## src/rtl/instr_fetch_unit_pkg.sv

```systemverilog
// Shared CPU definitions for the fetch stage: state encoding, opcodes, reset vector
// and the branch-offset helper used by the next-pc selector.
package instr_fetch_unit_pkg;

  localparam int unsigned XLEN = 32;
  localparam logic [XLEN-1:0] RESET_PC_DEFAULT = 32'h0000_0000;

  typedef enum logic {
    S_FETCH = 1'b0,
    S_HOLD  = 1'b1
  } fetch_state_e;

  localparam logic [5:0] OP_J   = 6'b000010;
  localparam logic [5:0] OP_JAL = 6'b000011;
  localparam logic [5:0] OP_BEQ = 6'b000100;
  localparam logic [5:0] OP_BNE = 6'b000101;

  // Sign-extended word offset of a 16-bit branch immediate.
  function automatic logic [XLEN-1:0] branch_offset(input logic [15:0] imm);
    return {{14{imm[15]}}, imm, 2'b00};
  endfunction

endpackage

```

## src/rtl/instr_fetch_unit_next_pc_sel.sv

```systemverilog
// Combinational redirect target computation with jr > jmp > branch > sequential priority.
module next_pc_sel
  import instr_fetch_unit_pkg::*;
(
  input  logic [XLEN-1:0] pc_plus4_i,
  input  logic [25:0]     target_i,
  input  logic [29:0]     rs_word_i,
  input  logic            jr_i,
  input  logic            jmp_i,
  input  logic            pc_src_i,
  output logic [XLEN-1:0] next_pc_o
);

  logic [XLEN-1:0] jr_target;
  logic [XLEN-1:0] jmp_target;
  logic [XLEN-1:0] br_target;

  // The immediate lives in target_i[15:0]; the branch sum wraps naturally at 32 bits.
  assign jr_target  = {rs_word_i, 2'b00};
  assign jmp_target = {pc_plus4_i[31:28], target_i, 2'b00};
  assign br_target  = pc_plus4_i + branch_offset(target_i[15:0]);

  always_comb begin
    next_pc_o = pc_plus4_i;
    if (jr_i) begin
      next_pc_o = jr_target;
    end else if (jmp_i) begin
      next_pc_o = jmp_target;
    end else if (pc_src_i) begin
      next_pc_o = br_target;
    end
  end

endmodule

```

## src/rtl/instr_fetch_unit.sv

```systemverilog
// Instruction fetch stage: requests the word at pc, holds it for the controller,
// then redirects pc on acknowledge.
module instr_fetch_unit
  import instr_fetch_unit_pkg::*;
#(
  parameter logic [31:0] RESET_PC = RESET_PC_DEFAULT
) (
  input  logic        clk,
  input  logic        rst,
  output logic        imem_req,
  output logic [31:0] imem_addr,
  input  logic        imem_ready,
  input  logic [31:0] imem_rdata,
  output logic [31:0] inst,
  output logic        inst_valid,
  input  logic        inst_ack,
  input  logic        pc_src,
  input  logic        jmp,
  input  logic        jr,
  input  logic [31:0] rs_data,
  output logic [31:0] pc,
  output logic [31:0] pc_plus4,
  output logic [31:0] fetch_count,
  output logic        misalign_err
);

  fetch_state_e    state_q, state_d;
  logic [XLEN-1:0] pc_q, pc_d;
  logic [XLEN-1:0] inst_q, inst_d;
  logic [XLEN-1:0] count_q, count_d;
  logic            misalign_q, misalign_d;
  logic            imem_req_q;
  logic            inst_valid_q;
  logic [XLEN-1:0] next_pc;

  assign pc_plus4 = pc_q + XLEN'(4);

  next_pc_sel u_next_pc_sel (
    .pc_plus4_i (pc_plus4),
    .target_i   (inst_q[25:0]),
    .rs_word_i  (rs_data[31:2]),
    .jr_i       (jr),
    .jmp_i      (jmp),
    .pc_src_i   (pc_src),
    .next_pc_o  (next_pc)
  );

  // State and datapath registers; handshake outputs are registered from the next state.
  always_ff @(posedge clk or posedge rst) begin
    if (rst) begin
      state_q      <= S_FETCH;
      pc_q         <= RESET_PC;
      inst_q       <= '0;
      count_q      <= '0;
      misalign_q   <= 1'b0;
      imem_req_q   <= 1'b1;
      inst_valid_q <= 1'b0;
    end else begin
      state_q      <= state_d;
      pc_q         <= pc_d;
      inst_q       <= inst_d;
      count_q      <= count_d;
      misalign_q   <= misalign_d;
      imem_req_q   <= (state_d == S_FETCH);
      inst_valid_q <= (state_d == S_HOLD);
    end
  end

  always_comb begin
    state_d    = state_q;
    pc_d       = pc_q;
    inst_d     = inst_q;
    count_d    = count_q;
    misalign_d = misalign_q;
    case (state_q)
      S_FETCH: begin
        if (imem_ready) begin
          inst_d  = imem_rdata;
          state_d = S_HOLD;
        end
      end
      S_HOLD: begin
        if (inst_ack) begin
          pc_d    = next_pc;
          count_d = count_q + XLEN'(1);
          state_d = S_FETCH;
          if (jr && (rs_data[1:0] != 2'b00)) begin
            misalign_d = 1'b1;
          end
        end
      end
      default: state_d = S_FETCH;
    endcase
  end

  assign imem_req     = imem_req_q;
  assign imem_addr    = pc_q;
  assign inst         = inst_q;
  assign inst_valid   = inst_valid_q;
  assign pc           = pc_q;
  assign fetch_count  = count_q;
  assign misalign_err = misalign_q;

endmodule

```

## config.mk

```make
export PLATFORM = sky130hd
export DESIGN_NAME = instr_fetch_unit
export DESIGN_NICKNAME = d
export VERILOG_FILES = /design/src/rtl/instr_fetch_unit_pkg.sv /design/src/rtl/instr_fetch_unit_next_pc_sel.sv /design/src/rtl/instr_fetch_unit.sv
export SDC_FILE = /design/constraint.sdc
export NUM_CORES = 1
export LEC_CHECK = 0
export CAP_MARGIN = 20
export CELL_PAD_IN_SITES_DETAIL_PLACEMENT = 1
export CELL_PAD_IN_SITES_GLOBAL_PLACEMENT = 2
export CORE_MARGIN = 4
export CORE_UTILIZATION = 23
export DETAILED_ROUTE_END_ITERATION = 8
export GPL_ROUTABILITY_DRIVEN = 1
export PLACE_DENSITY_LB_ADDON = 0.1
export SETUP_SLACK_MARGIN = 0.02
export SLEW_MARGIN = 25
export SYNTH_ARGS = -nofsm -noshare
export SYNTH_HDL_FRONTEND = slang
export SYNTH_HIERARCHICAL = 1
export SYNTH_SLANG_ARGS = --single-unit
export TNS_END_PERCENT = 30
```

## constraint.sdc

```tcl
create_clock -name clk -period 3.9 [get_ports clk]
set_clock_uncertainty 0.2 [all_clocks]
set_input_delay 0.78 -clock clk [delete_from_list [all_inputs] [get_ports clk]]
set_output_delay 0.78 -clock clk [all_outputs]
set_load 0.02 [all_outputs]
```

# After elaboration in Yosys (flattened, before gate mapping)
# Cells that the tools add are included.
dict set report word_totals {
  reg_bits 99
  latchBits 0
  mem_bits_rw 0
  romBits 0
  input_bits 71
  output_inout_bits 163
  elab_cells 22
  mem_count 0
}
dict set report classes {
  n_addsub 3
  mul 0
  div_mod_pow 0
  magnitude_cmp 0
  eq_ne 0
  n_shift 0
  n_mux 6
  bitwise_logic 2
  n_reduce_logical 5
}
# op n
set op_table {}
lappend op_table {{2-to-1 mux 32 bit} 3}
lappend op_table {{adder 32 x 1 -> 32 bit (second input constant)} 1}
lappend op_table {{adder 32 x 3 -> 32 bit (second input constant)} 1}
lappend op_table {{adder 32 bit} 1}
lappend op_table {{AND reduction 2 bit} 2}
lappend op_table {{AND reduction 3 bit} 1}
lappend op_table {{2-to-1 mux 1 bit} 2}
lappend op_table {{inverter 1 bit} 2}
lappend op_table {{case mux 1 bit (2 select lines)} 1}
lappend op_table {{nonzero test 2 bit} 1}
lappend op_table {{logical AND 1 bit} 1}

# Logic depth before layout (Yosys ltp)
# Gate-level depths: netlist of run 1.
dict set report depth {
  word_depth 5
  mapped_depth 17
  depth_no_buf 16
}

# Modules after synthesis
# The synthesis of run 1 kept the hierarchy.
# mod n_inst cells_each area_per_inst_um2 seq_area_each_um2
set modules_own_cells {}
lappend modules_own_cells {instr_fetch_unit 1 391 4884.7 2478.6}
lappend modules_own_cells {next_pc_sel 1 352 2317.2 0.0}

# Least setup slack after synthesis of run 1
# OpenSTA, ideal clock, no wires.
dict set report synth_timing {
  path_kind {register to register}
  start {register pc_q[2], in the netlist imem_addr[2]}
  end {register pc_q[31], in the netlist imem_addr[31]}
  setup_time_ns 0.065
  arrival_ns 4.056
  required_ns 3.635
  slack_ns -0.421
  stages_incl_launch_ff 17
  path_buffers 0
  period_less_slack_ns 4.321
  cell_sequence {dfrtp_1 > ha_1 > nand3_1 > nor3_1 > nand3_1 > xnor2_1 > ha_1 > a21o_1 > a21o_1 > a2111o_1 > o21ai_1 > o21ai_1 > a31oi_1 > xor2_1 > or3_1 > a31oi_1 > mux2_2}
}
dict set report synth_via {
  elab_chain_len 5
}
# element line_no
set synth_rtl {}
lappend synth_rtl {{start: declaration} instr_fetch_unit.sv:28} ;# logic [XLEN-1:0] pc_q, pc_d;
lappend synth_rtl {{start signal: assignment} instr_fetch_unit.sv:60} ;# pc_q <= pc_d;
lappend synth_rtl {{adder 32 x 3 -> 32 bit} instr_fetch_unit.sv:36} ;# assign pc_plus4 = pc_q + XLEN'(4);
lappend synth_rtl {{net pc_plus4[16]} instr_fetch_unit.sv:22} ;# output logic [31:0] pc_plus4,
lappend synth_rtl {{adder 32 bit} instr_fetch_unit_next_pc_sel.sv:21} ;# assign br_target = pc_plus4_i + branch_offset(target_i[15:0]);
lappend synth_rtl {{2-to-1 mux 32 bit} instr_fetch_unit_next_pc_sel.sv:29} ;# end else if (pc_src_i) begin
lappend synth_rtl {{2-to-1 mux 32 bit} instr_fetch_unit_next_pc_sel.sv:27} ;# end else if (jmp_i) begin
lappend synth_rtl {{2-to-1 mux 32 bit} instr_fetch_unit_next_pc_sel.sv:25} ;# if (jr_i) begin
lappend synth_rtl {{net next_pc[31]} instr_fetch_unit.sv:34} ;# logic [XLEN-1:0] next_pc;
# The timed path passes the listed nets, and every way through them passes these cells.
# A chain may end at the register's enable or synchronous reset.

# Worst setup path after layout of run 1
dict set report layout_timing {
  start {register pc_q[3], in the netlist imem_addr[3]}
  end {register pc_q[31], in the netlist imem_addr[31]}
}
dict set report layout_via {
  elab_chain_len 5
}
# element line_no
set layout_rtl {}
lappend layout_rtl {{adder 32 x 3 -> 32 bit (*)} instr_fetch_unit.sv:36}
lappend layout_rtl {{adder 32 bit} instr_fetch_unit_next_pc_sel.sv:21}
lappend layout_rtl {{2-to-1 mux 32 bit} instr_fetch_unit_next_pc_sel.sv:29}
lappend layout_rtl {{2-to-1 mux 32 bit (*)} instr_fetch_unit_next_pc_sel.sv:27}
lappend layout_rtl {{2-to-1 mux 32 bit (*)} instr_fetch_unit_next_pc_sel.sv:25}
lappend layout_rtl {{net next_pc[31]} instr_fetch_unit.sv:34}
# The timed path passes the listed nets; every way through them passes the cells marked *.

==> results of run 1 <==
-- synth_stat cells, types with 2 or more instances --
cell and count:
sky130_fd_sc_hd__dfrtp_1 98, sky130_fd_sc_hd__mux2_2 69, sky130_fd_sc_hd__xnor2_1 53, sky130_fd_sc_hd__nand2_1 52
sky130_fd_sc_hd__a21oi_1 40, sky130_fd_sc_hd__nor2_1 40, sky130_fd_sc_hd__buf_4 35, sky130_fd_sc_hd__o21ai_0 32
sky130_fd_sc_hd__ha_1 31, sky130_fd_sc_hd__nand3_1 29, sky130_fd_sc_hd__xor2_1 29, sky130_fd_sc_hd__inv_1 23
sky130_fd_sc_hd__a21o_1 18, sky130_fd_sc_hd__mux2i_1 16, sky130_fd_sc_hd__nand4_1 16, sky130_fd_sc_hd__and3_1 14
sky130_fd_sc_hd__clkbuf_1 11, sky130_fd_sc_hd__a211oi_1 9, sky130_fd_sc_hd__nor3_1 9, sky130_fd_sc_hd__nor4_1 8
sky130_fd_sc_hd__nor4_2 8, sky130_fd_sc_hd__o22ai_1 8, sky130_fd_sc_hd__nand2b_1 7, sky130_fd_sc_hd__and2_1 6
sky130_fd_sc_hd__buf_2 6, sky130_fd_sc_hd__nor2b_1 6, sky130_fd_sc_hd__and4_1 5, sky130_fd_sc_hd__o21a_1 5
sky130_fd_sc_hd__buf_1 4, sky130_fd_sc_hd__o21bai_1 4, sky130_fd_sc_hd__a31oi_1 3, sky130_fd_sc_hd__nor4_4 3
sky130_fd_sc_hd__o211ai_1 3, sky130_fd_sc_hd__o221ai_1 3, sky130_fd_sc_hd__a2111o_1 2, sky130_fd_sc_hd__a2111oi_0 2
sky130_fd_sc_hd__a21boi_0 2, sky130_fd_sc_hd__buf_6 2, sky130_fd_sc_hd__nand3_2 2, sky130_fd_sc_hd__nand4_2 2
sky130_fd_sc_hd__nand4_4 2, sky130_fd_sc_hd__o21ai_1 2, sky130_fd_sc_hd__or3_1 2
-- registers in the layout, summed over array words and instances, names as in the netlist --
signal / cells
misalign_err: 1
inst: 32
imem_req: 1
fetch_count: 32
imem_addr: 32
inst_valid: 1
-- repair_timing --
action | in CTS | in global routing
pin swaps | 17 | 28
buffers inserted | 4 | 6
gates resized for setup | 30 | 30
setup endpoints to repair | 11 | 17
hold buffers | 0 | 0
-- worst min path at each step --
stage | end | slack, ns | start | depth (start not counted)
detailed placement | fetch_count[31]$_DFFE_PP0P_ | 0.26 | fetch_count[31]$_DFFE_PP0P_ | 1
global route | fetch_count[31]$_DFFE_PP0P_ | 0.29 | fetch_count[31]$_DFFE_PP0P_ | 1
floorplan | fetch_count[31]$_DFFE_PP0P_ | 0.38 | fetch_count[31]$_DFFE_PP0P_ | 1
CTS | fetch_count[31]$_DFFE_PP0P_ | 0.28 | fetch_count[31]$_DFFE_PP0P_ | 1
finish | fetch_count[31]$_DFFE_PP0P_ | 0.27 | fetch_count[31]$_DFFE_PP0P_ | 1
global placement | fetch_count[31]$_DFFE_PP0P_ | 0.26 | fetch_count[31]$_DFFE_PP0P_ | 1
-- layer usage --
layer | GRT usage | vias up | wire [um]
li1 | - | 3326 | -
met1 | 0.246 | 3393 | 14300
met2 | 0.270 | 126 | 13700
met3 | 0.0391 | 13 | 1370
met4 | 0.0299 | 2 | 209
met5 | 0 | - | 13
-- power by group --
group          internal [W]  total (W)  switching (W)
logic               0.00320    0.00633        0.00313
registers           0.00128    0.00162       0.000340
clock network      0.000453   0.000945       0.000492
total               0.00494    0.00890        0.00397
-- placed cells by master (no fill, tap or decap), types with 4 or more instances in the layout --
cell type,netlist,routed
sky130_fd_sc_hd__o21ai_0,32,28
sky130_fd_sc_hd__a211oi_1,9,9
sky130_fd_sc_hd__nor4_2,8,10
sky130_fd_sc_hd__nor2_1,40,39
sky130_fd_sc_hd__nand2b_1,7,6
sky130_fd_sc_hd__and2_1,6,4
sky130_fd_sc_hd__a21o_1,18,18
sky130_fd_sc_hd__xnor2_1,53,43
sky130_fd_sc_hd__nor3_1,9,6
sky130_fd_sc_hd__o21ai_2,0,4
sky130_fd_sc_hd__clkdlybuf4s50_1,0,232
sky130_fd_sc_hd__a21oi_2,0,7
sky130_fd_sc_hd__xor2_1,29,23
sky130_fd_sc_hd__clkbuf_16,0,9
sky130_fd_sc_hd__mux2i_1,16,16
sky130_fd_sc_hd__mux2_2,69,69
sky130_fd_sc_hd__o21a_1,5,5
sky130_fd_sc_hd__inv_1,23,22
sky130_fd_sc_hd__dfrtp_2,0,12
sky130_fd_sc_hd__nor4_4,3,6
sky130_fd_sc_hd__xor2_2,0,5
sky130_fd_sc_hd__buf_6,2,4
sky130_fd_sc_hd__nor2b_1,6,5
sky130_fd_sc_hd__buf_4,35,131
sky130_fd_sc_hd__ha_2,0,4
sky130_fd_sc_hd__ha_4,0,8
sky130_fd_sc_hd__and3_1,14,10
sky130_fd_sc_hd__a21oi_1,40,33
sky130_fd_sc_hd__nand2_1,52,50
sky130_fd_sc_hd__ha_1,31,19
sky130_fd_sc_hd__dfrtp_1,98,86
sky130_fd_sc_hd__o22ai_1,8,8
sky130_fd_sc_hd__nand4_1,16,16
sky130_fd_sc_hd__and4_1,5,4
sky130_fd_sc_hd__buf_12,0,5
sky130_fd_sc_hd__o21bai_1,4,4
sky130_fd_sc_hd__xnor2_2,0,8
sky130_fd_sc_hd__nand3_1,29,26
-- cell families (layout without fill, tap and decap cells) --
| logic type | count (synthesis) | count (layout) |
|---|---|---|
| buffers and inverters | 81 | 412 |
| and+or+nand+nor | 215 | 215 |
| muxes | 85 | 85 |
| xor gates and xnor gates | 82 | 82 |
| adders and majority gates | 32 | 32 |
| DFF | 99 | 99 |
| AOI/OAI and AO/OA | 149 | 149 |
-- per-stage QoR --
stage | total power (W) | utilization
global route | 0.00954 | 0.379
CTS | 0.00884 | 0.372
detailed placement | 0.00764 | 0.358
finish | 0.00890 | 0.379
global placement | 0.00765 | 0.358
floorplan | 0.00497 | -
-- cell type report --
class,count,share of cell area
Multi-Input combinational cell,563,0.413
Timing Repair Buffer,373,0.298
Sequential cell,99,0.214
Tap cell,396,0.0426
Clock buffer,9,0.0193
Inverter,23,0.00763
Clock inverter,7,0.00591
-- critical path: cells and delay by family (launching register included) --
family	cells	cell delay, ns
compound gates	7	1.09
simple gates	4	0.90
buf+inv	2	0.29
xor+xnor	2	0.28
mux	1	0.16
fa+ha+maj	2	0.44
flops	1	0.41
==> impl_metrics.tcl, run 1 <==
set metrics [dict create \
    routabilityCongestion 0.814 \
    row_count 64 \
    clockRootBuffer "sky130_fd_sc_hd__clkbuf_16" \
    worst_r2r_path_cells 18 \
    synth_top_cells_by_area "sky130_fd_sc_hd__dfrtp_1 (34%), sky130_fd_sc_hd__mux2_2 (11%), sky130_fd_sc_hd__xnor2_1 (6.4%)" \
    rsz0062_at_grt "yes" \
    drc 0 \
    cp.required_ns 4.01 \
    synth_edf_count 0 \
    critical_path.startpoint_type "flip-flop" \
    reg2reg_setup_slack_ns 0.09 \
    fill_cells 3461 \
    seq_area_frac_synth 0.344 \
    timing.hold.worst.class "flip-flop to flip-flop" \
    stdcell_count 1470 \
    syn_inst 743 \
    ctsHtreeMaxLevel 3 \
    clock-sinks 99 \
    p_leak_nw 4.91 \
    p_per_area_nw_per_um2 765 \
    top_flip_flop_cell_by_instance_count_after_synthesis "sky130_fd_sc_hd__dfrtp_1" \
    timing.critical_path.arrival_ns 3.92 \
    maxSlewHeadroom 0.552 \
    setup.worst_path.end_class "flip-flop" \
    max-clock-path-buffers 2 \
    ios 234 \
    nNetsFinal 1172 \
    post_synth_fa_ha_maj_area_fraction 0.0566 \
    layout_setup_ws_ns 0.0937 \
    detail_route.wirelength_um 29600 \
    route.vias.total 6860 \
    critical_path.max_stage_delay_ns 0.41 \
    critPathLaunch "imem_addr[3]$_DFFE_PP0P_" \
    fp.dieArea_um2 34200 \
    regToRegEndpoint "imem_addr[31]$_DFFE_PP0P_" \
    count_of_final_setup_violators 0 \
    layout.area.seq_um2 2490 \
    yosys.area_share.simple 0.171 \
    final_min_period_over_clock_period 0.976 \
    slew_violations 0 \
    drt_first_pass_iters 4 \
    initial_utilization 0.234 \
    synth_async_sr_flop_share 1.00 \
    core_um2 30700 \
    grt_overflow_total 0 \
    mappedNetlistArea_um2 7200 \
    synth_mux_area_frac 0.130 \
    multi_input_comb_area_um2 4810 \
    number_of_antenna_violations_at_the_first_check_in_global_routing 1 \
    rr_startpoint "imem_addr[3]$_DFFE_PP0P_" \
    max_rail_drop_vdd_mv 0.325 \
    wl_per_cell_um 20.1 \
    worstPathMaxFanout 4 \
    post-synth-top-area-cell "sky130_fd_sc_hd__dfrtp_1" \
    achievable-frequency_mhz 263 \
    synth-xor-area-share 0.0997 \
    number_of_antenna_cells_inserted 0 \
    synth_cell_types 65 \
    number_of_global_route_vias_before_repair 7520 \
    critPathSlowestCell "sky130_fd_sc_hd__dfrtp_2" \
    worstMarginPinSlew_ns 0.670 \
    totalNegativeSetupSlack_ns 0 \
    grt_first_pass_wirelength_um 45300 \
    syn_to_final_growth_pct 61.6 \
    place_inst 1444 \
    die_h_um 185 \
    avgSynthCellArea_um2 9.69 \
    post_drt_via_cell_ratio 4.67 \
    cp_common_cell "sky130_fd_sc_hd__a21o_1" \
    drtIter0Drc 205 \
    worst_hold_slack_ns 0.268 \
    die-width_um 185 \
    post_dp_cell_area_um2 11000 \
    synthDominantCellAreaShare 0.341 \
    yosys_warnings 6 \
    tritoncts_buffer_count 9 \
    final_cell_area_um2 11600 \
    detailedPlace.worstSlack_ns -0.181 \
    dpl.hpwl_um 23300 \
    largest_net_degree_at_the_start_of_global_routing 73 \
    finalCriticalPeriod_ns 3.81 \
    clock_insertion_delay_worst_skew_ns 0.37 \
    critPathKind "flip-flop to flip-flop" \
    status "complete, no violations" \
    count_of_maximum_capacitance_violations 0 \
    clock_tree_from_tritoncts "built" \
    io_buffer_count 233 \
    synth_compound_area_frac 0.135 \
    clkTransAtPathRegs_ns 0.08 \
    timing.final.hold_violations 0 \
    synth_top_family_by_area "simple AND/OR/NAND/NOR gates" \
    mappedNetlistNets 846 \
    worstSetupEndpoint "imem_addr[31]$_DFFE_PP0P_" \
    synth.ff_latch_count 99 \
    ant_nets 0 \
    cp_cell_sequence "ha_4, and3_4, buf_4, nand4_4, nor4_4, xor2_2, ha_1, buf_4, a21o_1, a21o_1, a21oi_2, o21ai_2, a21o_1, a31oi_1, xor2_1, or3_1, a31oi_1, mux2_2" \
    globalRouteTotalUtil 0.172 \
    post_route_cells_drive_above_1_share 0.307 \
]
No activity file was read; power rests on OpenSTA's default activity.
==> run 2, diff against run 1 <==
--- a/config.mk
+++ b/config.mk
@@ -8,10 +8,13 @@
 export CAP_MARGIN = 20
 export CELL_PAD_IN_SITES_DETAIL_PLACEMENT = 1
 export CELL_PAD_IN_SITES_GLOBAL_PLACEMENT = 2
+export CORE_ASPECT_RATIO = 0.6
 export CORE_MARGIN = 4
 export CORE_UTILIZATION = 23
+export CTS_CLUSTER_SIZE = 20
 export DETAILED_ROUTE_END_ITERATION = 8
 export GPL_ROUTABILITY_DRIVEN = 1
+export GPL_TIMING_DRIVEN = 0
 export PLACE_DENSITY_LB_ADDON = 0.1
 export SETUP_SLACK_MARGIN = 0.02
 export SLEW_MARGIN = 25
==> impl_metrics.tcl, run 2 (synthesized netlist as in run 1, its figures left out) <==
set metrics [dict create \
    total_switching_power_w 0.00424 \
    dpl.hpwl_um 25700 \
    post_route_cells_drive_above_1_share 0.313 \
    clkTransAtPathRegs_ns 0.08 \
    regToRegEndpoint "imem_addr[29]$_DFFE_PP0P_" \
    critical_path.n_buffers_inverters 2 \
    max-clock-path-buffers 2 \
    post_dp_cell_area_um2 10400 \
    achievable-frequency_mhz 242 \
    slew_violations 0 \
    cp_common_cell "sky130_fd_sc_hd__a21o_1" \
    row_count 49 \
    p_leak_nw 4.95 \
    grt_first_pass_wirelength_um 50400 \
    worst_r2r_path_cells 17 \
    globalRouteTotalUtil 0.195 \
    clock_tree_from_tritoncts "built" \
    place_inst 1384 \
    violations "setup timing" \
    ctsHtreeMaxLevel 3 \
    final_cell_area_um2 11800 \
    worstPathMaxFanout 4 \
    ios 234 \
    largest_net_degree_at_the_start_of_global_routing 63 \
    mostFrequentLayoutCells "sky130_fd_sc_hd__clkdlybuf4s50_1 (225), sky130_fd_sc_hd__buf_4 (99), sky130_fd_sc_hd__dfrtp_1 (81)" \
    rr_startpoint "imem_addr[11]$_DFFE_PP0P_" \
    wl_per_cell_um 23.1 \
    min_path_cells 1 \
    top_usage_layer "met1" \
    die_h_um 145 \
    mostFrequentLayoutCell "sky130_fd_sc_hd__clkdlybuf4s50_1" \
    met2_usage 0.277 \
    drc 0 \
    finalCriticalPeriod_ns 4.14 \
    worstMarginPinSlew_ns 1.02 \
    post_drt_via_cell_ratio 4.73 \
    cp.depth 17 \
    timing.critical_path.arrival_ns 4.21 \
    power.share.switching 0.464 \
    fp.dieArea_um2 34300 \
    count_of_final_setup_violators 12 \
    globalRouteMet1Util 0.305 \
    stdcell_count 1475 \
    ant_nets 0 \
    timing.hold.worst.class "flip-flop to flip-flop" \
    core_um2 30400 \
    final_util 0.389 \
    worstSetupEndpoint "imem_addr[29]$_DFFE_PP0P_" \
    die-width_um 236 \
    drtIter0Drc 297 \
    final_min_period_over_clock_period 1.06 \
    nNetsFinal 1163 \
    count_of_maximum_capacitance_violations 0 \
    clockRootBuffer "sky130_fd_sc_hd__clkbuf_16" \
    power.internal_w 0.00490 \
    cp.required_ns 3.97 \
    initial_utilization 0.237 \
    critical_path.max_stage_delay_ns 0.41 \
    critPathSlowestCell "sky130_fd_sc_hd__dfrtp_2" \
    combPwrFrac 0.701 \
    grt_overflow_total 0 \
    clock_insertion_delay_worst_skew_ns 0.38 \
    critical_path.startpoint_type "flip-flop" \
    number_of_global_route_vias_before_repair 7298 \
    critPathLaunch "imem_addr[11]$_DFFE_PP0P_" \
    cpLargestDelayFamily "compound AO/OA/AOI/OAI gates" \
    number_of_antenna_violations_at_the_first_check_in_global_routing 4 \
    max_rail_drop_vdd_mv 0.281 \
    route.vias.total 6984 \
    tritoncts_buffer_count 9 \
    layout_setup_ws_ns -0.237 \
    status "finished, violations left" \
    setup.worst_path.end_class "flip-flop" \
    maxSlewHeadroom 0.317 \
    timing.final.hold_violations 0 \
    detail_route.wirelength_um 34000 \
    sequentialPowerShare 0.193 \
    p_per_area_nw_per_um2 772 \
    ctsHoldBuffers 0 \
    clock-sinks 99 \
    io_buffer_count 232 \
    critPathKind "flip-flop to flip-flop" \
    cp_cell_sequence "and4_4, nand4_4, buf_12, nor4_4, xor2_2, ha_1, clkbuf_8, a21o_1, a21o_1, a21oi_2, o21ai_2, a211oi_4, nand2b_4, a21o_1, xor2_1, o221ai_1, mux2_4" \
    reg2reg_setup_slack_ns -0.24 \
    syn_to_final_growth_pct 64.4 \
    share_clk_of_total_power 0.107 \
    routabilityCongestion 0.808 \
    global_route.usage.met3 0.0438 \
    rsz0062_at_grt "yes" \
    drt_first_pass_iters 4 \
]
[run 2: cell count changes in the layout (fill, tap and decap cells not counted), moves of 5 or more]
cell / delta
sky130_fd_sc_hd__clkdlybuf4s50_1: -7
sky130_fd_sc_hd__mux2_2: -6
sky130_fd_sc_hd__dfrtp_1: -5
sky130_fd_sc_hd__buf_4: -32
sky130_fd_sc_hd__buf_2: +6
sky130_fd_sc_hd__mux2_4: +6
sky130_fd_sc_hd__ha_4: +5
sky130_fd_sc_hd__dfrtp_2: +5
sky130_fd_sc_hd__xor2_1: -6
sky130_fd_sc_hd__clkbuf_1: +11
[run 2: through the flow]
stage	total power (W)	setup TNS, ns	setup slack [ns]	hold slack, ns
after CTS	0.00874	-0.937	-0.175	0.298
after global routing	0.00969	-3.30	-0.380	0.325
after detailed placement	0.00712	-8.12	-0.677	0.267
final	0.00914	-1.15	-0.237	0.292
after global placement	0.00712	-192.39	-2.21	0.265
after floorplan	0.00497	-0.0675	-0.0275	0.382
[run 2: routing by layer]
layer	routed length (um)	part of all wire	up-vias
met4	245	0.0072	6
li1	-	-	3305
met1	17700	0.52	3516
met2	14100	0.42	136
met5	41	0.0012	-
met3	1920	0.056	21
[run 2: timing repair]
item	4_1_cts	5_1_grt
pin swaps	32	43
setup endpoints to repair	29	27
setup buffers	53	20
gates resized for setup	61	61
[run 2: worst register-to-register path, stage by stage (launching register included)]
cell and delay, ns:
sky130_fd_sc_hd__dfrtp_2 0.41, sky130_fd_sc_hd__and4_4 0.28, sky130_fd_sc_hd__nand4_4 0.14, sky130_fd_sc_hd__buf_12 0.18
sky130_fd_sc_hd__nor4_4 0.28, sky130_fd_sc_hd__xor2_2 0.29, sky130_fd_sc_hd__ha_1 0.30, sky130_fd_sc_hd__clkbuf_8 0.14
sky130_fd_sc_hd__a21o_1 0.15, sky130_fd_sc_hd__a21o_1 0.16, sky130_fd_sc_hd__a21oi_2 0.16, sky130_fd_sc_hd__o21ai_2 0.12
sky130_fd_sc_hd__a211oi_4 0.28, sky130_fd_sc_hd__nand2b_4 0.20, sky130_fd_sc_hd__a21o_1 0.13, sky130_fd_sc_hd__xor2_1 0.18
sky130_fd_sc_hd__o221ai_1 0.13, sky130_fd_sc_hd__mux2_4 0.30
[run 2: cell type report]
cell class / instances / area [um^2]
Fill cell: 3422 / 18600
Multi-Input combinational cell: 563 / 5070
Timing Repair Buffer: 306 / 2970
Sequential cell: 99 / 2500
Tap cell: 408 / 510
Buffer: 58 / 395
Clock buffer: 11 / 243
Inverter: 23 / 93.8
Clock inverter: 5 / 51.3
Antenna cell: 2 / 5.00
[run 2: worst min-delay path by stage]
stage,to,slack (ns),startpoint
after floorplan,fetch_count[31]$_DFFE_PP0P_,0.38,fetch_count[31]$_DFFE_PP0P_
after global placement,fetch_count[31]$_DFFE_PP0P_,0.27,fetch_count[31]$_DFFE_PP0P_
after detailed placement,misalign_err$_DFFE_PP0P_,0.27,misalign_err$_DFFE_PP0P_
after CTS,misalign_err$_DFFE_PP0P_,0.30,misalign_err$_DFFE_PP0P_
after global routing,inst[28]$_DFFE_PP0P_,0.32,inst[28]$_DFFE_PP0P_
final,misalign_err$_DFFE_PP0P_,0.29,misalign_err$_DFFE_PP0P_
[run 2: power by group through the flow]
stage          clock network (W)  logic, W  registers (W)
6_report                0.000976   0.00640        0.00176
5_1_grt                  0.00105   0.00682        0.00182
4_1_cts                  0.00101   0.00595        0.00178
3_5_place_dp                   0   0.00526        0.00186
3_3_place_gp                   0   0.00526        0.00185
2_1_floorplan                  0   0.00299        0.00198
